`config.mk`:
```
export PLATFORM = sky130hd
export DESIGN_NAME = mem_stage_ctrl
export DESIGN_NICKNAME = d
export VERILOG_FILES = /design/src/rtl/lc3b_types.sv /design/src/rtl/mem_byte_format.sv /design/src/rtl/mem_stage_ctrl.sv
export SDC_FILE = /design/constraint.sdc
export NUM_CORES = 1
export LEC_CHECK = 0
export CAP_MARGIN = 5
export CORE_ASPECT_RATIO = 1.75
export CORE_MARGIN = 3
export CORE_UTILIZATION = 48
export DETAILED_ROUTE_END_ITERATION = 6
export GPL_TIMING_DRIVEN = 0
export PLACE_DENSITY = 0.84
export SLEW_MARGIN = 20
export SYNTH_ARGS = -nofsm -noshare
export SYNTH_HDL_FRONTEND = slang
export SYNTH_SLANG_ARGS = --single-unit
export TNS_END_PERCENT = 100
```
`constraint.sdc`:
```
create_clock -name clk -period 4.85 [get_ports clk]
set_input_delay 0.97 -clock clk [delete_from_list [all_inputs] [get_ports clk]]
set_output_delay 0.97 -clock clk [all_outputs]
set_load 0.01 [all_outputs]
```
`src/rtl/lc3b_types.sv`:
```
// Shared LC-3b types: opcode encoding, memory-stage FSM states and the
// opcode classifiers the memory stage uses to pick an access sequence.
package lc3b_types;

    localparam int WORD_W = 16;

    typedef logic [WORD_W-1:0] lc3b_word;

    typedef enum logic [3:0] {
        op_br   = 4'b0000,
        op_add  = 4'b0001,
        op_ldb  = 4'b0010,
        op_stb  = 4'b0011,
        op_jsr  = 4'b0100,
        op_and  = 4'b0101,
        op_ldr  = 4'b0110,
        op_str  = 4'b0111,
        op_rti  = 4'b1000,
        op_not  = 4'b1001,
        op_ldi  = 4'b1010,
        op_sti  = 4'b1011,
        op_jmp  = 4'b1100,
        op_shf  = 4'b1101,
        op_lea  = 4'b1110,
        op_trap = 4'b1111
    } lc3b_opcode;

    typedef enum logic [1:0] {
        IDLE   = 2'd0,
        PTR    = 2'd1,
        ACCESS = 2'd2,
        DONE   = 2'd3
    } mem_stage_state;

    function automatic logic is_mem_read(input lc3b_opcode op);
        return (op == op_ldr) || (op == op_ldb) || (op == op_ldi);
    endfunction

    function automatic logic is_mem_write(input lc3b_opcode op);
        return (op == op_str) || (op == op_stb) || (op == op_sti);
    endfunction

    function automatic logic is_byte_op(input lc3b_opcode op);
        return (op == op_ldb) || (op == op_stb);
    endfunction

    // LDI/STI first fetch a pointer word, then access through it.
    function automatic logic is_indirect(input lc3b_opcode op);
        return (op == op_ldi) || (op == op_sti);
    endfunction

endpackage

```
`src/rtl/mem_byte_format.sv`:
```
// Byte-lane formatting for the memory stage: load byte select with sign
// extension, store byte replication and byte-enable generation.
module mem_byte_format #(
    parameter int ADDR_W = 16
) (
    input  logic              byte_op,
    input  logic              addr_lsb,
    input  logic [ADDR_W-1:0] wdata,
    input  logic [ADDR_W-1:0] rdata,
    output logic [ADDR_W-1:0] store_data,
    output logic [1:0]        byte_enable,
    output logic [ADDR_W-1:0] load_value
);

    logic [7:0] sel_byte;

    always_comb begin
        sel_byte    = addr_lsb ? rdata[15:8] : rdata[7:0];
        store_data  = wdata;
        byte_enable = 2'b11;
        load_value  = rdata;
        if (byte_op) begin
            // The memory picks the lane from the enables, so the byte goes on both.
            store_data  = {(ADDR_W/8){wdata[7:0]}};
            byte_enable = addr_lsb ? 2'b10 : 2'b01;
            load_value  = {{(ADDR_W-8){sel_byte[7]}}, sel_byte};
        end
    end

endmodule

```
`src/rtl/mem_stage_ctrl.sv`:
```
// LC-3b memory-stage sequencer: runs word, byte and indirect accesses
// against the single-ported data memory and stalls the pipeline meanwhile.
module mem_stage_ctrl
    import lc3b_types::*;
#(
    parameter int ADDR_W = 16
) (
    input  logic              clk,
    input  logic              rst,
    input  logic              req_valid,
    input  lc3b_opcode        opcode,
    input  logic [ADDR_W-1:0] addr,
    input  logic [ADDR_W-1:0] wdata,
    output logic              stall,
    output logic              done,
    output logic [ADDR_W-1:0] load_data,
    output logic              dmem_read,
    output logic              dmem_write,
    output logic [ADDR_W-1:0] dmem_address,
    output logic [ADDR_W-1:0] dmem_wdata,
    output logic [1:0]        dmem_byte_enable,
    input  logic [ADDR_W-1:0] dmem_rdata,
    input  logic              dmem_resp,
    output mem_stage_state    dbg_state
);

    // Handshake: a memory op presented with req_valid is taken in IDLE and
    // held upstream by stall until the DONE cycle, when stall drops and the
    // pipeline advances; the op still in the latch during DONE is not retaken.
    // Memory side: read/write strobes stay up with a stable address until the
    // single-cycle dmem_resp; dmem_resp outside PTR/ACCESS is ignored.

    mem_stage_state    state_q, state_d;
    lc3b_opcode        op_q;
    logic [ADDR_W-1:0] addr_q;
    logic [ADDR_W-1:0] wdata_q;
    logic [ADDR_W-1:0] ptr_q;
    logic [ADDR_W-1:0] load_data_q;

    logic              is_mem_op;
    logic              accept;
    logic              op_is_byte;
    logic [ADDR_W-1:0] access_addr;
    logic [ADDR_W-1:0] fmt_store;
    logic [1:0]        fmt_be;
    logic [ADDR_W-1:0] fmt_load;

    assign is_mem_op   = is_mem_read(opcode) || is_mem_write(opcode);
    assign op_is_byte  = is_byte_op(op_q);
    assign access_addr = is_indirect(op_q) ? ptr_q : addr_q;

    mem_byte_format #(
        .ADDR_W(ADDR_W)
    ) u_fmt (
        .byte_op    (op_is_byte),
        .addr_lsb   (access_addr[0]),
        .wdata      (wdata_q),
        .rdata      (dmem_rdata),
        .store_data (fmt_store),
        .byte_enable(fmt_be),
        .load_value (fmt_load)
    );

    always_ff @(posedge clk) begin
        if (rst) begin
            state_q     <= IDLE;
            op_q        <= op_br;
            addr_q      <= '0;
            wdata_q     <= '0;
            ptr_q       <= '0;
            load_data_q <= '0;
        end else begin
            state_q <= state_d;
            if (accept) begin
                op_q    <= opcode;
                addr_q  <= addr;
                wdata_q <= wdata;
            end
            if (state_q == PTR && dmem_resp) begin
                ptr_q <= dmem_rdata;
            end
            // Stores leave the previous load result in place.
            if (state_q == ACCESS && dmem_resp && is_mem_read(op_q)) begin
                load_data_q <= fmt_load;
            end
        end
    end

    always_comb begin
        state_d          = state_q;
        accept           = 1'b0;
        done             = 1'b0;
        dmem_read        = 1'b0;
        dmem_write       = 1'b0;
        dmem_address     = '0;
        dmem_wdata       = '0;
        dmem_byte_enable = 2'b00;
        case (state_q)
            IDLE: begin
                if (req_valid && is_mem_op) begin
                    accept  = 1'b1;
                    state_d = is_indirect(opcode) ? PTR : ACCESS;
                end
            end
            PTR: begin
                dmem_read        = 1'b1;
                dmem_address     = {addr_q[ADDR_W-1:1], 1'b0};
                dmem_byte_enable = 2'b11;
                if (dmem_resp) begin
                    state_d = ACCESS;
                end
            end
            ACCESS: begin
                dmem_read        = is_mem_read(op_q);
                dmem_write       = is_mem_write(op_q);
                dmem_address     = op_is_byte ? access_addr
                                              : {access_addr[ADDR_W-1:1], 1'b0};
                dmem_wdata       = fmt_store;
                dmem_byte_enable = fmt_be;
                if (dmem_resp) begin
                    state_d = DONE;
                end
            end
            DONE: begin
                done    = 1'b1;
                state_d = IDLE;
            end
            default: begin
                state_d = IDLE;
            end
        endcase
    end

    assign stall     = (state_q != DONE) && req_valid && is_mem_op;
    assign load_data = load_data_q;
    assign dbg_state = state_q;

endmodule

```
==> results of run 1 <==
==> synth_stat cells (all sizes together), types with 7 or more instances <==
master / instances
dfxtp: 69
a22o: 15
a21boi: 8
nor2: 25
a211oi: 7
a311oi: 9
a21oi: 55
nand2: 138
buf: 10
and2: 9
nand3: 9
clkbuf: 19
==> worst register-to-register path, cell delays in order, from the launching register on <==
cell and delay [ns]:
sky130_fd_sc_hd__dfxtp_1 0.35, sky130_fd_sc_hd__inv_1 0.13, sky130_fd_sc_hd__ha_1 0.29, sky130_fd_sc_hd__nand2_2 0.11, sky130_fd_sc_hd__nor4b_4 0.51, sky130_fd_sc_hd__nor2b_2 0.41, sky130_fd_sc_hd__a211oi_1 0.12
==> stage by stage <==
step                hold slack [ns]  setup slack (ns)  std cells  utilization
finish                        0.456              1.07        611        0.714
global route                  0.469             0.884        611        0.714
CTS                           0.456              1.06        611        0.714
detailed placement            0.446              1.43        596        0.689
global placement              0.442              1.48        596        0.689
floorplan                     0.436              2.24        406            -
==> routing by layer <==
metal | routed length, um | GRT usage | vias to the layer above
li1 | - | - | 1607
met5 | 0 | 0 | -
met2 | 5000 | 0.472 | 128
met4 | 436 | 0.142 | 0
met3 | 551 | 0.0741 | 30
met1 | 3260 | 0.252 | 1514
==> power groups by stage <==
| stage | logic [W] | clock network, W | registers (W) |
|---|---|---|---|
| 2_1_floorplan | 0.000142 | 0 | 0.000627 |
| 3_3_place_gp | 0.000261 | 0 | 0.000627 |
| 3_5_place_dp | 0.000265 | 0 | 0.000629 |
| 4_1_cts | 0.000267 | 0.000399 | 0.000616 |
| 5_1_grt | 0.000294 | 0.000425 | 0.000620 |
| 6_report | 0.000267 | 0.000395 | 0.000616 |
==> state kept, by name (all words and copies together) (netlist names) <==
signal     flops
addr_q        16
ptr_q         15
op_q           4
load_data     16
wdata_q       16
dbg_state      2
==> area by class of cell <==
| type | count | area (um^2) |
|---|---|---|
| plain buffers | 29 | 128 |
| clock buffers | 13 | 149 |
| clock inverters | 2 | 10.0 |
| fillers | 544 | 1790 |
| inverters | 5 | 18.8 |
| multi-input cells | 303 | 1590 |
| flip-flops and latches | 69 | 1380 |
| well taps | 80 | 100 |
| repair buffers | 110 | 1100 |
==> cell families (layout without fill, tap and decap cells) <==
kind of cell | after synthesis | after routing | share of synthesized area
buffers and inverters | 34 | 159 | 0.0469
and+or+nand+nor | 196 | 196 | 0.275
AOI/OAI and AO/OA | 101 | 101 | 0.212
adders and majority gates | 5 | 5 | 0.0200
muxes | 1 | 1 | 0.00321
DFF | 69 | 69 | 0.442
==> path summary, 6_finish.rpt <==
kind / endpoint / slack, ns / cells after the start
max: dmem_address[15] / 1.07 / 7
min: addr_q[12]$_SDFFE_PP0P_ / 0.46 / 2
max reg2reg: load_data[10]$_SDFFE_PP0P_ / 2.80 / 6
min reg2reg: addr_q[12]$_SDFFE_PP0P_ / 0.46 / 2
==> flow_summary.html, run 1 <==
<table>
<tr><th>Metric</th><th>Value</th></tr>
<tr><th colspan="2">STA</th></tr>
<tr><td>Final cycle utilization of the critical path</td><td>0.779</td></tr>
<tr><td>Fin Clk Skew</td><td>~0.0077 ns</td></tr>
<tr><td>Slew headroom</td><td>0.626</td></tr>
<tr><td>Max-slew violation count</td><td>0</td></tr>
<tr><td>Maximum achievable frequency</td><td>265 MHz</td></tr>
<tr><td>Hold violation total from the final report</td><td>0</td></tr>
<tr><td>Post-Route Setup TNS</td><td>0 ns</td></tr>
<tr><td>Final Setup Violations</td><td>0</td></tr>
<tr><td>RSZ-0062 raised after global routing</td><td>no</td></tr>
<tr><td>Actual slew at the worst max-slew pin</td><td>between 0.5 and 0.6 ns</td></tr>
<tr><td>Final Critical Period</td><td>3.78 ns</td></tr>
<tr><th colspan="2">Floorplanning</th></tr>
<tr><td>Std-Cell Core Area</td><td>0.00628 mm^2</td></tr>
<tr><td>Vertical extent of the die</td><td>113 um</td></tr>
<tr><td>Die Span X</td><td>67.0 um</td></tr>
<tr><td>Initial standard-cell utilization of the core</td><td>0.497</td></tr>
<tr><td>Total Die Area</td><td>0.00755 mm^2</td></tr>
<tr><td>I/O pin total</td><td>112</td></tr>
<tr><td>Number of rows in the core area</td><td>38</td></tr>
<tr><th colspan="2">Critical path</th></tr>
<tr><td>Crit-path leading delay family</td><td>buffers and inverters</td></tr>
<tr><td>Launching instance or port of the critical path</td><td>dbg_state[1]$_SDFFE_PP0P_</td></tr>
<tr><td>Required arrival time at the worst endpoint</td><td>3.88 ns</td></tr>
<tr><td>Critical path start-end classification</td><td>register to output port</td></tr>
<tr><td>Buffering stage count on the worst path with inverters included</td><td>3</td></tr>
<tr><td>Sequence of cells on the critical path</td><td>inv_1 -&gt; ha_1 -&gt; nand2_1 -&gt; o21ai_1 -&gt; buf_2 -&gt; a22o_1 -&gt; clkdlybuf4s50_1</td></tr>
<tr><td>Type of element capturing the critical path</td><td>output port</td></tr>
<tr><td>Maximum single-stage delay on the critical path</td><td>0.54 ns</td></tr>
<tr><td>Max FO, Critical Path</td><td>10</td></tr>
<tr><td>Type of origin of the critical path</td><td>register</td></tr>
<tr><td>CP max stage cell</td><td>sky130_fd_sc_hd__clkdlybuf4s50_1</td></tr>
<tr><td>Arrival time of the worst setup path</td><td>~2.8 ns</td></tr>
<tr><td>Startpoint of the lowest-slack register-to-register path</td><td>dbg_state[0]$_SDFFE_PP0P_</td></tr>
<tr><th colspan="2">GRT</th></tr>
<tr><td>Antenna violations before repair</td><td>0</td></tr>
<tr><td>Remaining Overflow, GRT</td><td>0</td></tr>
<tr><td>Pin count of the biggest net entering global routing</td><td>11</td></tr>
<tr><td>Global-route wire length before repair</td><td>15.0 mm</td></tr>
<tr><td>Via count of the first global-routing pass</td><td>between 3000 and 4000</td></tr>
<tr><td>Total global-route track usage</td><td>0.260</td></tr>
<tr><th colspan="2">Outcome</th></tr>
<tr><td>Result of the run</td><td>finished, final reports clean</td></tr>
<tr><th colspan="2">Routing</th></tr>
<tr><td>Total length of routed wires</td><td>9.24 mm</td></tr>
<tr><td>Iteration count of the initial detailed-routing pass</td><td>4</td></tr>
<tr><td>Initial DRC count</td><td>171</td></tr>
<tr><td>Via count of the routed design</td><td>around 3300</td></tr>
<tr><td>Drt wl/cell</td><td>approximately 15 um</td></tr>
<tr><td>Number of nets still failing antenna checks after routing</td><td>0</td></tr>
<tr><td>DRC Markers</td><td>0</td></tr>
<tr><td>Via density per instance</td><td>5.37</td></tr>
<tr><th colspan="2">Placement</th></tr>
<tr><td>RePlAce Congestion</td><td>0.920</td></tr>
<tr><td>Cell area after placement</td><td>0.00432 mm^2</td></tr>
<tr><td>HPWL after DPL</td><td>between 7 and 8 mm</td></tr>
<tr><td>Port Buf Inserts</td><td>110</td></tr>
<tr><th colspan="2">Final layout</th></tr>
<tr><td>Growth of design area from synthesis to finish</td><td>43.6%</td></tr>
<tr><td>Post-route cell area</td><td>0.00448 mm^2</td></tr>
<tr><td>Inserted Diodes</td><td>0</td></tr>
<tr><td>Most frequent cells in the layout</td><td>sky130_fd_sc_hd__nand2_1 (137), sky130_fd_sc_hd__clkdlybuf4s50_1 (110), sky130_fd_sc_hd__dfxtp_1 (69)</td></tr>
<tr><td>Most common cell after layout, fill and taps aside</td><td>sky130_fd_sc_hd__nand2_1</td></tr>
<tr><td>Final Net Count</td><td>588</td></tr>
<tr><td>Proportion of layout cells with a drive suffix above 1</td><td>0.0565</td></tr>
<tr><th colspan="2">Power and ir drop</th></tr>
<tr><td>Clock network fraction of total power</td><td>0.309</td></tr>
<tr><td>Total net switching power</td><td>about 0.00036 W</td></tr>
<tr><td>Cell area power density</td><td>285 mW/mm^2</td></tr>
<tr><td>Fraction of power consumed by combinational cells</td><td>0.209</td></tr>
<tr><td>Sequential share of power</td><td>0.482</td></tr>
<tr><td>Maximum vdd drop</td><td>about 0.21 mV</td></tr>
<tr><td>Overall power consumption</td><td>0.00128 W</td></tr>
<tr><td>Fraction of power spent switching nets</td><td>0.285</td></tr>
<tr><td>Int Power</td><td>0.000914 W</td></tr>
<tr><td>Leakage power of the design</td><td>~1.6 nW</td></tr>
<tr><th colspan="2">CTS</th></tr>
<tr><td>Number of clock buffers inserted by TritonCTS</td><td>9</td></tr>
<tr><td>Clk Latency, worst-skew pair</td><td>0.33 ns</td></tr>
<tr><td>Clock-pin slew on the worst setup and hold paths</td><td>about 0.07 ns</td></tr>
<tr><td>Cts-stage hold buffer count</td><td>0</td></tr>
<tr><td>Num Clock Sinks</td><td>approximately 70</td></tr>
<tr><td>Post-CTS Setup Bufs</td><td>0</td></tr>
<tr><td>Maximum clock path buffer count</td><td>2</td></tr>
<tr><td>TritonCTS clock tree</td><td>yes</td></tr>
<tr><td>Resized Gates After CTS</td><td>0</td></tr>
<tr><td>Clock Root Buffer</td><td>sky130_fd_sc_hd__clkbuf_8</td></tr>
<tr><td>Maximum level of the CTS H-tree</td><td>3</td></tr>
<tr><th colspan="2">Synthesis</th></tr>
<tr><td>Flip-flop and latch count after synthesis</td><td>69</td></tr>
<tr><td>Proportion of synthesized flip-flops having asynchronous set or reset</td><td>0</td></tr>
<tr><td>Cell types with the largest area share after synthesis</td><td>sky130_fd_sc_hd__dfxtp_1 (44%), sky130_fd_sc_hd__nand2_1 (16%), sky130_fd_sc_hd__a21oi_1 (8.8%)</td></tr>
<tr><td>Number of synthesized flops with an enable pin</td><td>0</td></tr>
<tr><td>Top FF cell, synth</td><td>sky130_fd_sc_hd__dfxtp_1</td></tr>
<tr><td>Cells after Synth</td><td>roughly 410</td></tr>
<tr><td>Library cells used by synthesis</td><td>36</td></tr>
<tr><td>Average cell area after synthesis</td><td>7.69 um^2</td></tr>
<tr><td>Yosys Warn Count</td><td>0</td></tr>
<tr><td>Net Count, Synth</td><td>roughly 470</td></tr>
<tr><td>Register area share after synthesis</td><td>0.442</td></tr>
<tr><td>Netlist area before placement</td><td>0.00312 mm^2</td></tr>
<tr><td>Dominant cell type by area after synthesis</td><td>sky130_fd_sc_hd__dfxtp_1</td></tr>
<tr><td>Area share of the largest cell type after synthesis</td><td>0.442</td></tr>
<tr><th colspan="2">Job</th></tr>
<tr><td>Max-Cap Viols</td><td>0</td></tr>
<tr><th colspan="2">Hold path</th></tr>
<tr><td>Min-delay worst type</td><td>register to register</td></tr>
<tr><td>Hold path startpoint</td><td>addr_q[12]$_SDFFE_PP0P_</td></tr>
</table>
Note: power is estimated with default switching activity, not from simulation.
==> run 2: changes to the inputs <==
Settings changed: CORE_UTILIZATION 48 to 40, PLACE_DENSITY 0.84 to 0.75.
Clock period 4.85 ns to 3.1 ns, I/O delays scaled along.
==> run 2 against run 1 <==
Effect of this change:
- global-route usage down 3.4 points
- design area up 4.5%
- hold slack got worse by 0.0011 ns
- via count down 0.67%
- flip-flop and latch count stayed put
- clock power rose to 2.5 times the previous value
- clock-buffer cell count fell by 2
- cell count up 1.3%
- setup slack worse by 0.92 ns
- sequential share of layout area decreased by 1.3 points
- register-to-register slack got worse by 1.8 ns
- routed wire length up 5.3%
- critical endpoint is now dmem_wdata[14]
==> flow_summary.html, run 2 (synthesis gave the netlist of run 1 again) <==
<table>
<tr><th>Metric</th><th>Value</th></tr>
<tr><th colspan="2">STA</th></tr>
<tr><td>Post-Route Setup TNS</td><td>0 ns (unchanged)</td></tr>
<tr><td>Hold violation total from the final report</td><td>0 (unchanged)</td></tr>
<tr><td>Final hold slack</td><td>0.455 ns (-0.00109 ns)</td></tr>
<tr><td>Max-slew violation count</td><td>0 (unchanged)</td></tr>
<tr><td>Final Critical Period</td><td>2.94 ns</td></tr>
<tr><td>Slew headroom</td><td>0.608 (-0.0179)</td></tr>
<tr><td>Maximum achievable frequency</td><td>340 MHz</td></tr>
<tr><td>RSZ-0062 raised after global routing</td><td>no</td></tr>
<tr><td>Final Setup Violations</td><td>0 (unchanged)</td></tr>
<tr><td>Final cycle utilization of the critical path</td><td>0.949</td></tr>
<tr><td>Actual slew at the worst max-slew pin</td><td>0.585 ns (+0.0267 ns)</td></tr>
<tr><td>Fin Clk Skew</td><td>0.00498 ns (-0.00269 ns)</td></tr>
<tr><th colspan="2">Critical path</th></tr>
<tr><td>Type of element capturing the critical path</td><td>output port</td></tr>
<tr><td>Sequence of cells on the critical path</td><td>inv_1 -&gt; ha_2 -&gt; clkbuf_4 -&gt; clkbuf_2 -&gt; a21boi_0 -&gt; clkdlybuf4s50_1</td></tr>
<tr><td>Worst-case register-to-register setup slack</td><td>1.02 ns (-1.78 ns)</td></tr>
<tr><td>Buffering stage count on the worst path with inverters included</td><td>4 (+1)</td></tr>
<tr><td>Capture instance of the worst register-to-register path</td><td>load_data[13]$_SDFFE_PP0P_</td></tr>
<tr><td>Critical path start-end classification</td><td>register to output port</td></tr>
<tr><td>Required arrival time at the worst endpoint</td><td>2.48 ns (-1.40 ns)</td></tr>
<tr><td>Maximum single-stage delay on the critical path</td><td>0.57 ns (+0.03 ns)</td></tr>
<tr><td>Startpoint of the lowest-slack register-to-register path</td><td>dbg_state[0]$_SDFFE_PP0P_</td></tr>
<tr><td>Worst reg-to-reg path cell count</td><td>6 (unchanged)</td></tr>
<tr><td>Type of origin of the critical path</td><td>register</td></tr>
<tr><td>Crit-path leading delay family</td><td>buffers and inverters</td></tr>
<tr><td>CP max stage cell</td><td>sky130_fd_sc_hd__clkdlybuf4s50_1</td></tr>
<tr><td>Arrival time of the worst setup path</td><td>2.32 ns (-0.49 ns)</td></tr>
<tr><td>Max FO, Critical Path</td><td>10 (unchanged)</td></tr>
<tr><th colspan="2">Final layout</th></tr>
<tr><td>Proportion of layout cells with a drive suffix above 1</td><td>0.0791 (+0.0226)</td></tr>
<tr><td>Post-route cell area</td><td>0.00468 mm^2 (+4.5%)</td></tr>
<tr><td>Number of filler cells placed in the layout</td><td>695 (+28%)</td></tr>
<tr><td>Most frequent cells in the layout</td><td>sky130_fd_sc_hd__nand2_1 (137), sky130_fd_sc_hd__clkdlybuf4s50_1 (110), sky130_fd_sc_hd__dfxtp_1 (67)</td></tr>
<tr><td>Final standard cell utilization of the core</td><td>0.619 (-0.0951)</td></tr>
<tr><td>Growth of design area from synthesis to finish</td><td>50.1%</td></tr>
<tr><td>Most common cell after layout, fill and taps aside</td><td>sky130_fd_sc_hd__nand2_1</td></tr>
<tr><td>Inserted Diodes</td><td>0 (unchanged)</td></tr>
<tr><td>Final Net Count</td><td>587 (-0.17%)</td></tr>
<tr><th colspan="2">Floorplanning</th></tr>
<tr><td>Std-Cell Core Area</td><td>0.00757 mm^2 (+21%)</td></tr>
<tr><td>I/O pin total</td><td>112 (unchanged)</td></tr>
<tr><td>Die Span X</td><td>72.8 um (+8.7%)</td></tr>
<tr><td>Vertical extent of the die</td><td>123 um (+9.0%)</td></tr>
<tr><td>Total Die Area</td><td>0.00894 mm^2 (+19%)</td></tr>
<tr><td>Number of rows in the core area</td><td>42 (+11%)</td></tr>
<tr><td>Initial standard-cell utilization of the core</td><td>0.413 (-0.0849)</td></tr>
<tr><th colspan="2">CTS</th></tr>
<tr><td>Clock-pin slew on the worst setup and hold paths</td><td>0.05 ns (-0.02 ns)</td></tr>
<tr><td>Clk Latency, worst-skew pair</td><td>0.33 ns (about the same)</td></tr>
<tr><td>Maximum level of the CTS H-tree</td><td>3 (unchanged)</td></tr>
<tr><td>TritonCTS clock tree</td><td>yes</td></tr>
<tr><td>Num Clock Sinks</td><td>69 (unchanged)</td></tr>
<tr><td>Maximum clock path buffer count</td><td>2 (unchanged)</td></tr>
<tr><td>Number of clock buffers inserted by TritonCTS</td><td>9 (unchanged)</td></tr>
<tr><td>Clock Root Buffer</td><td>sky130_fd_sc_hd__clkbuf_16</td></tr>
<tr><th colspan="2">Power and ir drop</th></tr>
<tr><td>Sequential share of power</td><td>0.399 (-0.083)</td></tr>
<tr><td>Cell area power density</td><td>516 mW/mm^2 (+81%)</td></tr>
<tr><td>Fraction of power spent switching nets</td><td>0.261 (-0.0239)</td></tr>
<tr><td>Leakage power of the design</td><td>1.66 nW (+5.2%)</td></tr>
<tr><td>Clock network fraction of total power</td><td>0.415 (+0.106)</td></tr>
<tr><td>Int Power</td><td>0.00179 W (+95%)</td></tr>
<tr><td>Fraction of power consumed by combinational cells</td><td>0.186 (-0.023)</td></tr>
<tr><td>Total net switching power</td><td>0.000631 W (+73%)</td></tr>
<tr><td>Maximum vdd drop</td><td>0.285 mV (+36%)</td></tr>
<tr><td>Overall power consumption</td><td>0.00242 W (+89%)</td></tr>
<tr><th colspan="2">Routing</th></tr>
<tr><td>Number of nets still failing antenna checks after routing</td><td>0 (unchanged)</td></tr>
<tr><td>DRC Markers</td><td>0 (unchanged)</td></tr>
<tr><td>Total length of routed wires</td><td>9.73 mm (+5.3%)</td></tr>
<tr><td>Iteration count of the initial detailed-routing pass</td><td>4 (unchanged)</td></tr>
<tr><td>Via count of the routed design</td><td>3257 (-0.67%)</td></tr>
<tr><td>Initial DRC count</td><td>206 (+20%)</td></tr>
<tr><td>Via density per instance</td><td>5.26 (-2.0%)</td></tr>
<tr><td>Drt wl/cell</td><td>15.7 um (+3.9%)</td></tr>
<tr><th colspan="2">Placement</th></tr>
<tr><td>HPWL after DPL</td><td>7.48 mm (+2.8%)</td></tr>
<tr><td>Cell area after placement</td><td>0.00433 mm^2 (+0.23%)</td></tr>
<tr><td>Port Buf Inserts</td><td>110 (unchanged)</td></tr>
<tr><td>RePlAce Congestion</td><td>0.899 (-2.3%)</td></tr>
<tr><th colspan="2">GRT</th></tr>
<tr><td>Antenna violations before repair</td><td>0 (unchanged)</td></tr>
<tr><td>Total global-route track usage</td><td>0.226 (-0.0342)</td></tr>
<tr><td>Pin count of the biggest net entering global routing</td><td>12 (+1)</td></tr>
<tr><td>Remaining Overflow, GRT</td><td>0 (unchanged)</td></tr>
<tr><td>Global-route wire length before repair</td><td>15.3 mm (+1.8%)</td></tr>
<tr><td>Via count of the first global-routing pass</td><td>3277 (+0.37%)</td></tr>
<tr><th colspan="2">Outcome</th></tr>
<tr><td>Result of the run</td><td>finished, final reports clean</td></tr>
<tr><th colspan="2">Hold path</th></tr>
<tr><td>Hold path startpoint</td><td>addr_q[4]$_SDFFE_PP0P_</td></tr>
<tr><td>Endpoint of the worst hold path</td><td>addr_q[4]$_SDFFE_PP0P_</td></tr>
<tr><td>Hold path cells</td><td>2 (unchanged)</td></tr>
<tr><td>Min-delay worst type</td><td>register to register</td></tr>
<tr><th colspan="2">Job</th></tr>
<tr><td>Max-Cap Viols</td><td>0 (unchanged)</td></tr>
</table>
[run 2: cell count changes in the layout (fill, tap and decap cells not counted), sizes merged]
cell	delta
bufinv	+1
clkbuf	-3
clkinv	+2
[run 2: how the worst max path moves through the flow]
stage / to / depth (start not counted) / from
after floorplan: dmem_address[11] / 6 / dbg_state[0]$_SDFFE_PP0P_
after global placement: dmem_address[4] / 7 / dbg_state[0]$_SDFFE_PP0P_
after detailed placement: dmem_address[4] / 7 / dbg_state[0]$_SDFFE_PP0P_
after CTS: dmem_address[4] / 7 / dbg_state[0]$_SDFFE_PP0P_
after global routing: dmem_wdata[9] / 5 / op_q[1]$_SDFFE_PP0P_
final: dmem_wdata[14] / 6 / dbg_state[0]$_SDFFE_PP0P_
[run 2: final cells by class]
type,instances,area [um^2],area share
multi-input combinational,303,1620,0.346
tap,88,110,0.0235
clock buffer,11,243,0.0518
timing repair buffer,111,1120,0.239
buffer,27,136,0.0291
clock inverter,5,50.0,0.0107
sequential,69,1380,0.295
inverter,5,18.8,0.00401
[run 2: timing repair]
item,in CTS,in global routing
setup endpoints to repair,25,23
gates cloned,0,0
hold buffers,0,0
pin swaps,1,0
buffers inserted,1,0
gates resized for setup,9,7
[run 2: metal layers]
metal | global-route usage | part of all wire
met5 | 0 | 0
met4 | 0.113 | 0.045
met3 | 0.0516 | 0.050
met2 | 0.422 | 0.55
met1 | 0.226 | 0.35
[run 2: power by group through the flow]
stage / Clock (W) / Sequential, W / Combinational, W
6_report: 0.00100 / 0.000965 / 0.000449
2_1_floorplan: 0 / 0.000981 / 0.000223
3_3_place_gp: 0 / 0.000980 / 0.000410
4_1_cts: 0.00102 / 0.000964 / 0.000438
5_1_grt: 0.00106 / 0.000972 / 0.000493
3_5_place_dp: 0 / 0.000982 / 0.000419
[run 2: stage by stage]
stage               std cells  setup WS (ns)
finish                    619          0.159
global route              619         0.0226
CTS                       620         0.0204
detailed placement        604         0.0235
global placement          604         0.0731
floorplan                 406          0.837
[run 2: worst register-to-register path: cells and delay by family (launching register included)]
family                     cells  cell delay (ns)
and+or+nand+nor                3             1.05
adders and majority gates      1             0.27
buffers and inverters          1             0.16
DFF                            1             0.34
AOI/OAI and AO/OA              1             0.13
